File: src/rtl/alu_ctrl_pkg.sv
// Shared types and constants for the packet-driven ALU controller.
// Divide support depends on the ALU_CTRL_DIV_EN macro in the top level.
package alu_ctrl_pkg;

    typedef enum logic [2:0] {
        ST_IDLE,
        ST_HDR,
        ST_ECHO,
        ST_OPND,
        ST_EXEC,
        ST_SEND,
        ST_DRAIN
    } state_e;

    typedef enum logic [2:0] {
        OP_ECHO,
        OP_ADD,
        OP_MUL,
        OP_DIV,
        OP_UNK
    } op_kind_e;

    localparam logic [7:0] OPC_ECHO = 8'hEC;
    localparam logic [7:0] OPC_ADD  = 8'hAD;
    localparam logic [7:0] OPC_MUL  = 8'h4D;
    localparam logic [7:0] OPC_DIV  = 8'hD1;

    localparam logic MDU_OP_MUL = 1'b0;
    localparam logic MDU_OP_DIV = 1'b1;

    function automatic op_kind_e decode_op(input logic [7:0] opc, input logic div_en);
        op_kind_e kind;
        case (opc)
            OPC_ECHO: kind = OP_ECHO;
            OPC_ADD:  kind = OP_ADD;
            OPC_MUL:  kind = OP_MUL;
            OPC_DIV:  kind = div_en ? OP_DIV : OP_UNK;
            default:  kind = OP_UNK;
        endcase
        return kind;
    endfunction

endpackage

File: src/rtl/alu_ctrl_hdr.sv
// Header byte counter: captures the opcode and length of a packet and
// reports the payload length (len minus the 4 header bytes, floored at 0).
module alu_ctrl_hdr #(
    parameter int LenW = 16
) (
    input  logic            clk_i,
    input  logic            rst_ni,
    input  logic            fire_i,
    input  logic [7:0]      data_i,
    output logic [7:0]      opcode_o,
    output logic            last_o,
    output logic [LenW-1:0] pay_len_o
);

    logic [1:0]      cnt_q;
    logic [7:0]      len_lo_q;
    logic [LenW-1:0] len_full;

    // NOTE: sequential state uses non-blocking assignments so every register
    // samples the pre-edge values, independent of statement order.
    always_ff @(posedge clk_i or negedge rst_ni) begin
        if (!rst_ni) begin
            cnt_q    <= 2'd0;
            opcode_o <= 8'h00;
            len_lo_q <= 8'h00;
        end else if (fire_i) begin
            cnt_q <= cnt_q + 2'd1;
            if (cnt_q == 2'd0) opcode_o <= data_i;
            if (cnt_q == 2'd2) len_lo_q <= data_i;
        end
    end

    // Valid only while the high length byte is on data_i.
    assign last_o    = (cnt_q == 2'd3);
    assign len_full  = LenW'({data_i, len_lo_q});
    assign pay_len_o = (len_full < LenW'(4)) ? '0 : len_full - LenW'(4);

endmodule

File: src/rtl/alu_packet_ctrl.sv
// UART packet controller: echo, add32, mul32 and optional div32 (enabled
// by defining ALU_CTRL_DIV_EN) using a shared multi-cycle mul/div unit.
module alu_packet_ctrl
    import alu_ctrl_pkg::*;
#(
    parameter int LenW = 16
) (
    input  logic        clk_i,
    input  logic        rst_ni,
    input  logic [7:0]  rx_data_i,
    input  logic        rx_valid_i,
    output logic        rx_ready_o,
    output logic [7:0]  tx_data_o,
    output logic        tx_valid_o,
    input  logic        tx_ready_i,
    output logic        mdu_op_o,
    output logic [31:0] mdu_a_o,
    output logic [31:0] mdu_b_o,
    output logic        mdu_valid_o,
    input  logic        mdu_ready_i,
    input  logic [31:0] mdu_result_i,
    input  logic        mdu_done_i,
    output logic        busy_o
);

`ifdef ALU_CTRL_DIV_EN
    localparam logic DivEn = 1'b1;
`else
    localparam logic DivEn = 1'b0;
`endif

    state_e          state_q, state_d;
    op_kind_e        op_kind;
    logic [7:0]      opcode;
    logic            hdr_last;
    logic [LenW-1:0] pay_len, rem_q;
    logic [31:0]     acc_q, opnd_q, opnd_word;
    logic [1:0]      opnd_idx_q, send_idx_q;
    logic            first_q, mdu_valid_q, tx_valid_q;
    logic [7:0]      tx_data_q, tx_load_data;
    logic            is_mdu, is_arith, rem_last;
    logic            rx_fire, tx_fire, tx_slot, tx_load;
    logic            hdr_done, opnd_full, exec_done;

    alu_ctrl_hdr #(.LenW(LenW)) u_hdr (
        .clk_i     (clk_i),
        .rst_ni    (rst_ni),
        .fire_i    (state_q == ST_HDR && rx_fire),
        .data_i    (rx_data_i),
        .opcode_o  (opcode),
        .last_o    (hdr_last),
        .pay_len_o (pay_len)
    );

    assign op_kind   = decode_op(opcode, DivEn);
    assign is_mdu    = (op_kind == OP_MUL) || (op_kind == OP_DIV);
    assign is_arith  = is_mdu || (op_kind == OP_ADD);
    assign rem_last  = (rem_q == LenW'(1));
    assign rx_fire   = rx_valid_i && rx_ready_o;
    assign tx_fire   = tx_valid_q && tx_ready_i;
    assign tx_slot   = !tx_valid_q || tx_ready_i;
    assign hdr_done  = (state_q == ST_HDR) && rx_fire && hdr_last;
    assign opnd_full = (state_q == ST_OPND) && rx_fire && (opnd_idx_q == 2'd3);
    assign opnd_word = {rx_data_i, opnd_q[23:0]};
    // A completion pulse counts only once the request has been handed over.
    assign exec_done = (state_q == ST_EXEC) && !mdu_valid_q && mdu_done_i;

    always_ff @(posedge clk_i or negedge rst_ni) begin
        if (!rst_ni) state_q <= ST_IDLE;
        else         state_q <= state_d;
    end

    // NOTE: every signal driven here gets a default first, so no path leaves
    // a value unassigned and no latch is inferred.
    always_comb begin
        state_d      = state_q;
        rx_ready_o   = 1'b0;
        tx_load      = 1'b0;
        tx_load_data = '0;
        case (state_q)
            ST_IDLE: if (rx_valid_i) state_d = ST_HDR;
            ST_HDR: begin
                rx_ready_o = 1'b1;
                if (hdr_done) begin
                    if (pay_len == '0)             state_d = is_arith ? ST_SEND : ST_IDLE;
                    else if (op_kind == OP_ECHO)   state_d = ST_ECHO;
                    else if (is_arith)             state_d = ST_OPND;
                    else                           state_d = ST_DRAIN;
                end
            end
            ST_ECHO: begin
                rx_ready_o = tx_slot;
                if (rx_fire) begin
                    tx_load      = 1'b1;
                    tx_load_data = rx_data_i;
                    if (rem_last) state_d = ST_IDLE;
                end
            end
            ST_OPND: begin
                rx_ready_o = 1'b1;
                if (opnd_full && is_mdu && !first_q) state_d = ST_EXEC;
                else if (rx_fire && rem_last)         state_d = ST_SEND;
            end
            ST_EXEC: if (exec_done) state_d = (rem_q == '0) ? ST_SEND : ST_OPND;
            ST_SEND: begin
                if (tx_slot) begin
                    tx_load      = 1'b1;
                    tx_load_data = acc_q[{send_idx_q, 3'b000} +: 8];
                    if (send_idx_q == 2'd3) state_d = ST_IDLE;
                end
            end
            ST_DRAIN: begin
                rx_ready_o = 1'b1;
                if (rx_fire && rem_last) state_d = ST_IDLE;
            end
            default: state_d = ST_IDLE;
        endcase
    end

    always_ff @(posedge clk_i or negedge rst_ni) begin
        if (!rst_ni) begin
            rem_q       <= '0;
            acc_q       <= '0;
            opnd_q      <= '0;
            opnd_idx_q  <= 2'd0;
            send_idx_q  <= 2'd0;
            first_q     <= 1'b0;
            mdu_valid_q <= 1'b0;
            tx_valid_q  <= 1'b0;
            tx_data_q   <= 8'h00;
        end else begin
            if (hdr_done) begin
                rem_q      <= pay_len;
                acc_q      <= '0;
                opnd_idx_q <= 2'd0;
                send_idx_q <= 2'd0;
                first_q    <= 1'b1;
            end else if (rx_fire && (state_q inside {ST_ECHO, ST_OPND, ST_DRAIN})) begin
                rem_q <= rem_q - LenW'(1);
            end

            if (state_q == ST_OPND && rx_fire) begin
                opnd_q[{opnd_idx_q, 3'b000} +: 8] <= rx_data_i;
                opnd_idx_q <= opnd_idx_q + 2'd1;
            end

            // The first mul/div operand seeds the accumulator without a request.
            if (opnd_full) begin
                if (op_kind == OP_ADD) begin
                    acc_q <= acc_q + opnd_word;
                end else if (first_q) begin
                    acc_q   <= opnd_word;
                    first_q <= 1'b0;
                end
            end else if (exec_done) begin
                acc_q <= mdu_result_i;
            end

            if (opnd_full && is_mdu && !first_q) mdu_valid_q <= 1'b1;
            else if (mdu_valid_q && mdu_ready_i) mdu_valid_q <= 1'b0;

            if (tx_load) begin
                tx_valid_q <= 1'b1;
                tx_data_q  <= tx_load_data;
            end else if (tx_fire) begin
                tx_valid_q <= 1'b0;
            end
            if (state_q == ST_SEND && tx_load) send_idx_q <= send_idx_q + 2'd1;
        end
    end

    assign busy_o      = (state_q != ST_IDLE);
    assign tx_valid_o  = tx_valid_q;
    assign tx_data_o   = tx_data_q;
    assign mdu_valid_o = mdu_valid_q;
    assign mdu_a_o     = acc_q;
    assign mdu_b_o     = opnd_q;
`ifdef ALU_CTRL_DIV_EN
    assign mdu_op_o    = (op_kind == OP_DIV) ? MDU_OP_DIV : MDU_OP_MUL;
`else
    assign mdu_op_o    = MDU_OP_MUL;
`endif

endmodule

File: config.mk
export PLATFORM = sky130hd
export DESIGN_NAME = alu_packet_ctrl
export DESIGN_NICKNAME = d
export VERILOG_FILES = /design/src/rtl/alu_ctrl_pkg.sv /design/src/rtl/alu_ctrl_hdr.sv /design/src/rtl/alu_packet_ctrl.sv
export SDC_FILE = /design/constraint.sdc
export NUM_CORES = 1
export LEC_CHECK = 0
export ABC_CLOCK_PERIOD_IN_PS = 2800
export CAP_MARGIN = 20
export CORE_MARGIN = 3
export CORE_UTILIZATION = 45
export DETAILED_ROUTE_END_ITERATION = 12
export DONT_BUFFER_PORTS = 1
export SYNTH_ARGS = -nofsm -noshare
export SYNTH_HDL_FRONTEND = slang
export SYNTH_SLANG_ARGS = --single-unit
File: constraint.sdc
create_clock -name clk_i -period 2.8 [get_ports clk_i]
set_input_delay 0.56 -clock clk_i [delete_from_list [all_inputs] [get_ports clk_i]]
set_output_delay 0.56 -clock clk_i [all_outputs]
set_load 0.05 [all_outputs]
== Yosys cells after proc, flatten, opt, wreduce, memory -nomap -nowiden ==
Index checks and enable logic that the tools add are counted.

* Bits in registers: 116
* Latch bits: 0
* Bits in writable memories: 0
* ROM bits: 0
* Input port bits: 46
* Output and inout port bits: 77
* Logic and storage cells: 130
* Memories kept: 0

* $add $sub $neg: 7
* Multiply operators: 0
* Divide/modulo/power cells: 0
* $lt $le $gt $ge: 1
* Eq/ne operators: 26
* Shift operators: 3
* Muxes and demuxes: 44
* Bitwise operators: 0
* Reduce and logical (&&, ||, !) cells: 36

{| class="wikitable"
|+ Operator list
! cell !! number
|-
| $mux 32 || 5
|-
| $mux 16 || 3
|-
| $mux 3 || 15
|-
| $add 32x32->32 || 1
|-
| $bwmux 32 || 1
|-
| $logic_not 16->1 || 2
|-
| $shift 8x7->32 const A || 1
|-
| $shiftx 32x6->8 || 1
|-
| $shiftx 8x7->32 || 1
|-
| $pmux 3 s7 || 1
|-
| $eq 16x1->1 const B || 1
|-
| $eq 8x8->1 const B || 2
|-
| $lt 16x3->1 const B || 1
|-
| $mux 8 || 2
|-
| $ne 2x2->1 const B || 8
|-
| $pmux 8 s2 || 1
|-
| $sub 16x1->16 const B || 1
|-
| $sub 16x3->16 const B || 1
|-
| $logic_and 1x1->1 || 14
|-
| $eq 3x2->1 const B || 4
|-
| $mux 1 || 10
|-
| $reduce_bool 2->1 || 5
|-
| $eq 3x3->1 const B || 3
|-
| $pmux 3 s3 || 1
|-
| 16 further kinds || 32
|}

== Longest topological paths before layout ==
* Depth in word-level cells: 10
* Depth in mapped cells: 12
* Mapped depth without buffers: 12

== By module ==
From an unflattened synthesis, not the netlist that was laid out.

* Cells, all modules: 1014
* Area total of the unflattened synthesis: 8403.1 sq um

{| class="wikitable"
|+ By module, submodules not included
! module !! instances !! cells each !! area each (sq um) !! seq. area each (sq um)
|-
| alu_packet_ctrl || 1 || 913 || 7315.8 || 2452.4
|-
| alu_ctrl_hdr || 1 || 101 || 1087.3 || 450.4
|}

== Worst setup path after synthesis ==
OpenSTA, ideal clock, no wires.

* Path type: register to register
* Start point: register opnd_q[0], in the netlist mdu_b_o[0]
* End point: register acc_q[28], in the netlist mdu_a_o[28]
* Setup time: 126 ps
* Arrival: 2706 ps
* Data required time: 2674 ps
* Slack: -33 ps
* Cell stages (with the launch flop): 13
* Buffers on the path: 0
* Clock period less this slack: 2833 ps
* Cell sequence: dfrtp_1 > ha_1 > inv_1 > fa_1 > nand2b_1 > a21oi_1 > o21ai_0 > a31oi_1 > o22ai_1 > o21ai_0 > o22ai_1 > xnor2_1 > a221o_1

* Word-level cells in the longest chain between the ends: 3

{| class="wikitable"
|+ Ends and longest elaborated chain
! element !! RTL line !! text
|-
| from (decl) || alu_packet_ctrl.sv:37 || <nowiki>logic [31:0] acc_q, opnd_q, opnd_word;</nowiki>
|-
| from (signal, indexed assignment) || alu_packet_ctrl.sv:143 || <nowiki>opnd_q[{opnd_idx_q, 3'b000} +: 8] <= rx_data_i;</nowiki>
|-
| $add 32x32->32 || alu_packet_ctrl.sv:150 || <nowiki>acc_q <= acc_q + opnd_word;</nowiki>
|-
| $mux 32 || alu_packet_ctrl.sv:149 || <nowiki>if (op_kind == OP_ADD) begin</nowiki>
|-
| $mux 32 || alu_packet_ctrl.sv:148 || <nowiki>if (opnd_full) begin</nowiki>
|-
| to (signal assigned) || alu_packet_ctrl.sv:150 ||
|-
| to (signal assigned) || alu_packet_ctrl.sv:152 || <nowiki>acc_q <= opnd_word;</nowiki>
|-
| to (signal assigned) || alu_packet_ctrl.sv:156 || <nowiki>acc_q <= mdu_result_i;</nowiki>
|-
| to (decl) || alu_packet_ctrl.sv:37 ||
|}

No other way between the ends.
A chain may end at the register's enable or synchronous reset.

== Worst setup path in the final report ==
* Start point: register acc_q[0], in the netlist mdu_a_o[0]
* End point: register acc_q[20], in the netlist mdu_a_o[20]

* Word-level cells in the longest chain between the ends: 3

{| class="wikitable"
|+ Ends and longest elaborated chain
! element !! RTL line
|-
| $add 32x32->32 || alu_packet_ctrl.sv:150
|-
| $mux 32 || alu_packet_ctrl.sv:149
|-
| $mux 32 || alu_packet_ctrl.sv:148
|}

No other way between the ends.

==> flow_summary.json <==
{
  "status": "finished with violations",
  "failed_checks": "hold timing",
  "fin_hold_ws_ns": -0.163,
  "dieArea_um2": 20200,
  "portBuffers": 0,
  "syn_inst": 1006,
  "initialDrtViolationCount": 640,
  "row_count": 49,
  "cp-start-kind": "flop",
  "final-hold-violation-count": 116,
  "crit_chain": "ha_1 > inv_1 > fa_1 > nand2b_1 > a21oi_2 > o21ai_0 > buf_4 > a31oi_2 > o22ai_2 > o31ai_2 > xor2_1 > o21ai_0 > o21ai_0",
  "final_common_cell": "nand2_1",
  "synth_top_area_cell": "dfrtp_1",
  "grt_pass1_vias": 7011,
  "cp_data_required_time_ns": 3.10,
  "synth_compound_area_share_pct": 23.1,
  "max-vdd-ir-drop_uv": 543,
  "nets": 1148,
  "yosys.area_share.simple_pct": 21.0,
  "io_pins": 123,
  "synth_top_area_share_pct": 34.9,
  "synth_top_family_by_area": "compound AO/OA/AOI/OAI gates",
  "synthMuxAreaShare_pct": 4.83,
  "die_w_um": 142,
  "grt_max_degree": 117,
  "synth_seq_cells": 116,
  "final_cell_mix": "nand2_1, o21ai_0, dfrtp_1",
  "grt_usage_pct": 26.8,
  "crit_type": "flop to flop",
  "synth_area_leaders": "dfrtp_1, nand2_1, o21ai_0",
  "vias": 7659,
  "cts_buffer_depth": 2,
  "crit_family": "compound AO/OA/AOI/OAI gates",
  "cts_buffers": 17,
  "relSlewSlack_pct": 35.9,
  "max_freq_mhz": 373,
  "synth_cell_types": 80,
  "clkLatencyLatePin_ns": 0.43,
  "drive_gt1_share_pct": 17.7,
  "drc": 0,
  "wire_per_inst_um": 20.8,
  "power_leakage_nw": 4.27,
  "root_buffer": "clkbuf_16",
  "cap_violations": 0,
  "path_clk_slew_ns": 0.06,
  "final_core_util_pct": 53.8,
  "syn-num-nets": 1096,
  "cts.sinks": 116,
  "worstPathArrival_ns": 2.99,
  "synth_async_sr_flop_share_pct": 100,
  "start_util_pct": 46.0,
  "synth_xor_area_share_pct": 4.63,
  "pre_cts_slack_ns": 0.00235,
  "syn_area_um2": 8320,
  "yosys_warnings": 0,
  "fin_crit_sh_pct": 95.7,
  "fin_ws_ns": 0.119,
  "synth-adder-area-share_pct": 6.70,
  "setup_viol": 0,
  "grt-ovfl-total": 0,
  "p_per_area_nw_per_um2": 1270,
  "tightest_slew_ns": 0.958,
  "htreeDepth": 4,
  "gp_congestion": 0.920,
  "maxSlewViolCount": 0,
  "ant_nets": 0,
  "syn_area_per_cell_um2": 8.27,
  "routed_via_density": 5.89,
  "antenna_found_initial": 0,
  "hpwl_um": 19000,
  "endpoint_kind": "flop",
  "r2r-start": "mdu_a_o[0]",
  "fin_worst_skew_ns": 0.0103,
  "hold_class": "input port to asynchronous set/reset pin",
  "finalSetupTns_ns": 0,
  "worst_path_max_delay_cell": "fa_1",
  "crit_path_max_fanout": 3,
  "firstDrtPassIters": 6,
  "cpMostUsedCell": "o21ai_0",
  "ys_seq_area_share_pct": 34.9,
  "slowest_delay_ns": 0.39,
  "area_growth_pct": 16.9,
  "startpoint": "mdu_a_o[0]",
  "cp.buffers_inverters": 2,
  "wirelength_um": 27100,
  "synth_edf_count": 0,
  "power_w": 0.0124,
  "core_um2": 18100,
  "grt_pass1_wl_um": 41200,
  "die_h_um": 142,
  "fin_crit_ns": 2.68,
  "cts_tree": "done",
  "synthFlopType": "dfrtp_1"
}
-- final timing paths --
kind                                           to  slack (ns)  cells past startpoint
max in group asynchronous             mdu_b_o[12]        2.79                      0
worst max register to register        mdu_a_o[20]        0.12                     13
worst min register to register  u_hdr.opcode_o[1]        0.49                      1
min in group clk_i                    mdu_valid_o        0.23                      1
worst min-delay path                   tx_valid_o       -0.16                      0
worst max-delay path                  mdu_a_o[20]        0.12                     13
-- Yosys cell counts, drive strengths merged, types with 11 or more instances --
cell type and count:
nand2 209, inv 20, o21ai 127, a221o 11
ha 43, nand3 23, nor2 57, buf 15
o22ai 11, nor2b 12, a21o 13, nor3 19
mux2 17, o211ai 28, clkbuf 45, dfrtp 116
xnor2 19, a21oi 73, xor2 25
-- worst register-to-register path: cells and delay by family, from the launching register on --
family,cells,cell delay [ns]
xor gates and xnor gates,1,0.12
adders and majority gates,2,0.57
AOI/OAI and AO/OA,7,1.10
buffers and inverters,2,0.22
DFF,1,0.36
and+or+nand+nor,1,0.20
-- flip-flops by register name (all words and copies together), names as in the netlist --
| register | flops |
|---|---|
| tx_data_o | 8 |
| send_idx_q | 2 |
| first_q | 1 |
| u_hdr.cnt_q | 2 |
| state_q | 3 |
| opnd_idx_q | 2 |
| mdu_valid_o | 1 |
| u_hdr.len_lo_q | 8 |
| tx_valid_o | 1 |
| mdu_a_o | 32 |
| u_hdr.opcode_o | 8 |
| rem_q | 16 |
| mdu_b_o | 32 |
-- cell type report --
cell class	instances	area, µm²
Inverter	20	75.1
Clock inverter	13	229
Tap cell	229	287
Clock buffer	19	443
Antenna cell	1	2.50
Timing Repair Buffer	94	718
Fill cell	1649	8350
Sequential cell	116	2910
Multi-Input combinational cell	809	5070
-- where the power goes --
group | switching [W] | total [W] | internal [W]
sequential | 0.00105 | 0.00341 | 0.00236
combinational | 0.00397 | 0.00643 | 0.00246
clock | 0.000845 | 0.00254 | 0.00169
total | 0.00586 | 0.0124 | 0.00651
-- stage by stage --
stage                     cells  instance area (µm²)  hold slack (ns)
after floorplan            1006                 8330            0.264
after global placement     1265                 8980            0.270
after detailed placement   1265                 8980            0.269
after CTS                  1297                 9660           -0.188
after global routing       1300                 9730           -0.185
final                      1301                 9730           -0.163
-- logic make-up (layout without fill, tap and decap cells) --
| family | Yosys count | in the layout |
|---|---|---|
| compound gates | 312 | 312 |
| xor+xnor | 44 | 44 |
| fa+ha+maj | 44 | 44 |
| buf+inv | 81 | 146 |
| flops | 116 | 116 |
| mux | 28 | 28 |
| other cells | 1 | 2 |
| simple gates | 380 | 380 |
-- routing by layer --
layer  vias to the layer above  wire [µm]  track usage, %
met1                      3616      11900            35.9
met4                         0        569            9.24
met3                        41       2180            7.76
met5                         -          0               0
li1                       3711          -               -
met2                       291      12500            41.6
-- repair_timing --
| action | CTS | global route |
|---|---|---|
| buffers inserted | 0 | 3 |
| pin swaps | 0 | 5 |
| resized for setup | 1 | 12 |
| endpoints found under the hold margin | 116 | 116 |
| endpoints found under the setup margin | 1 | 7 |
Power figures use the tool's default switching activity.
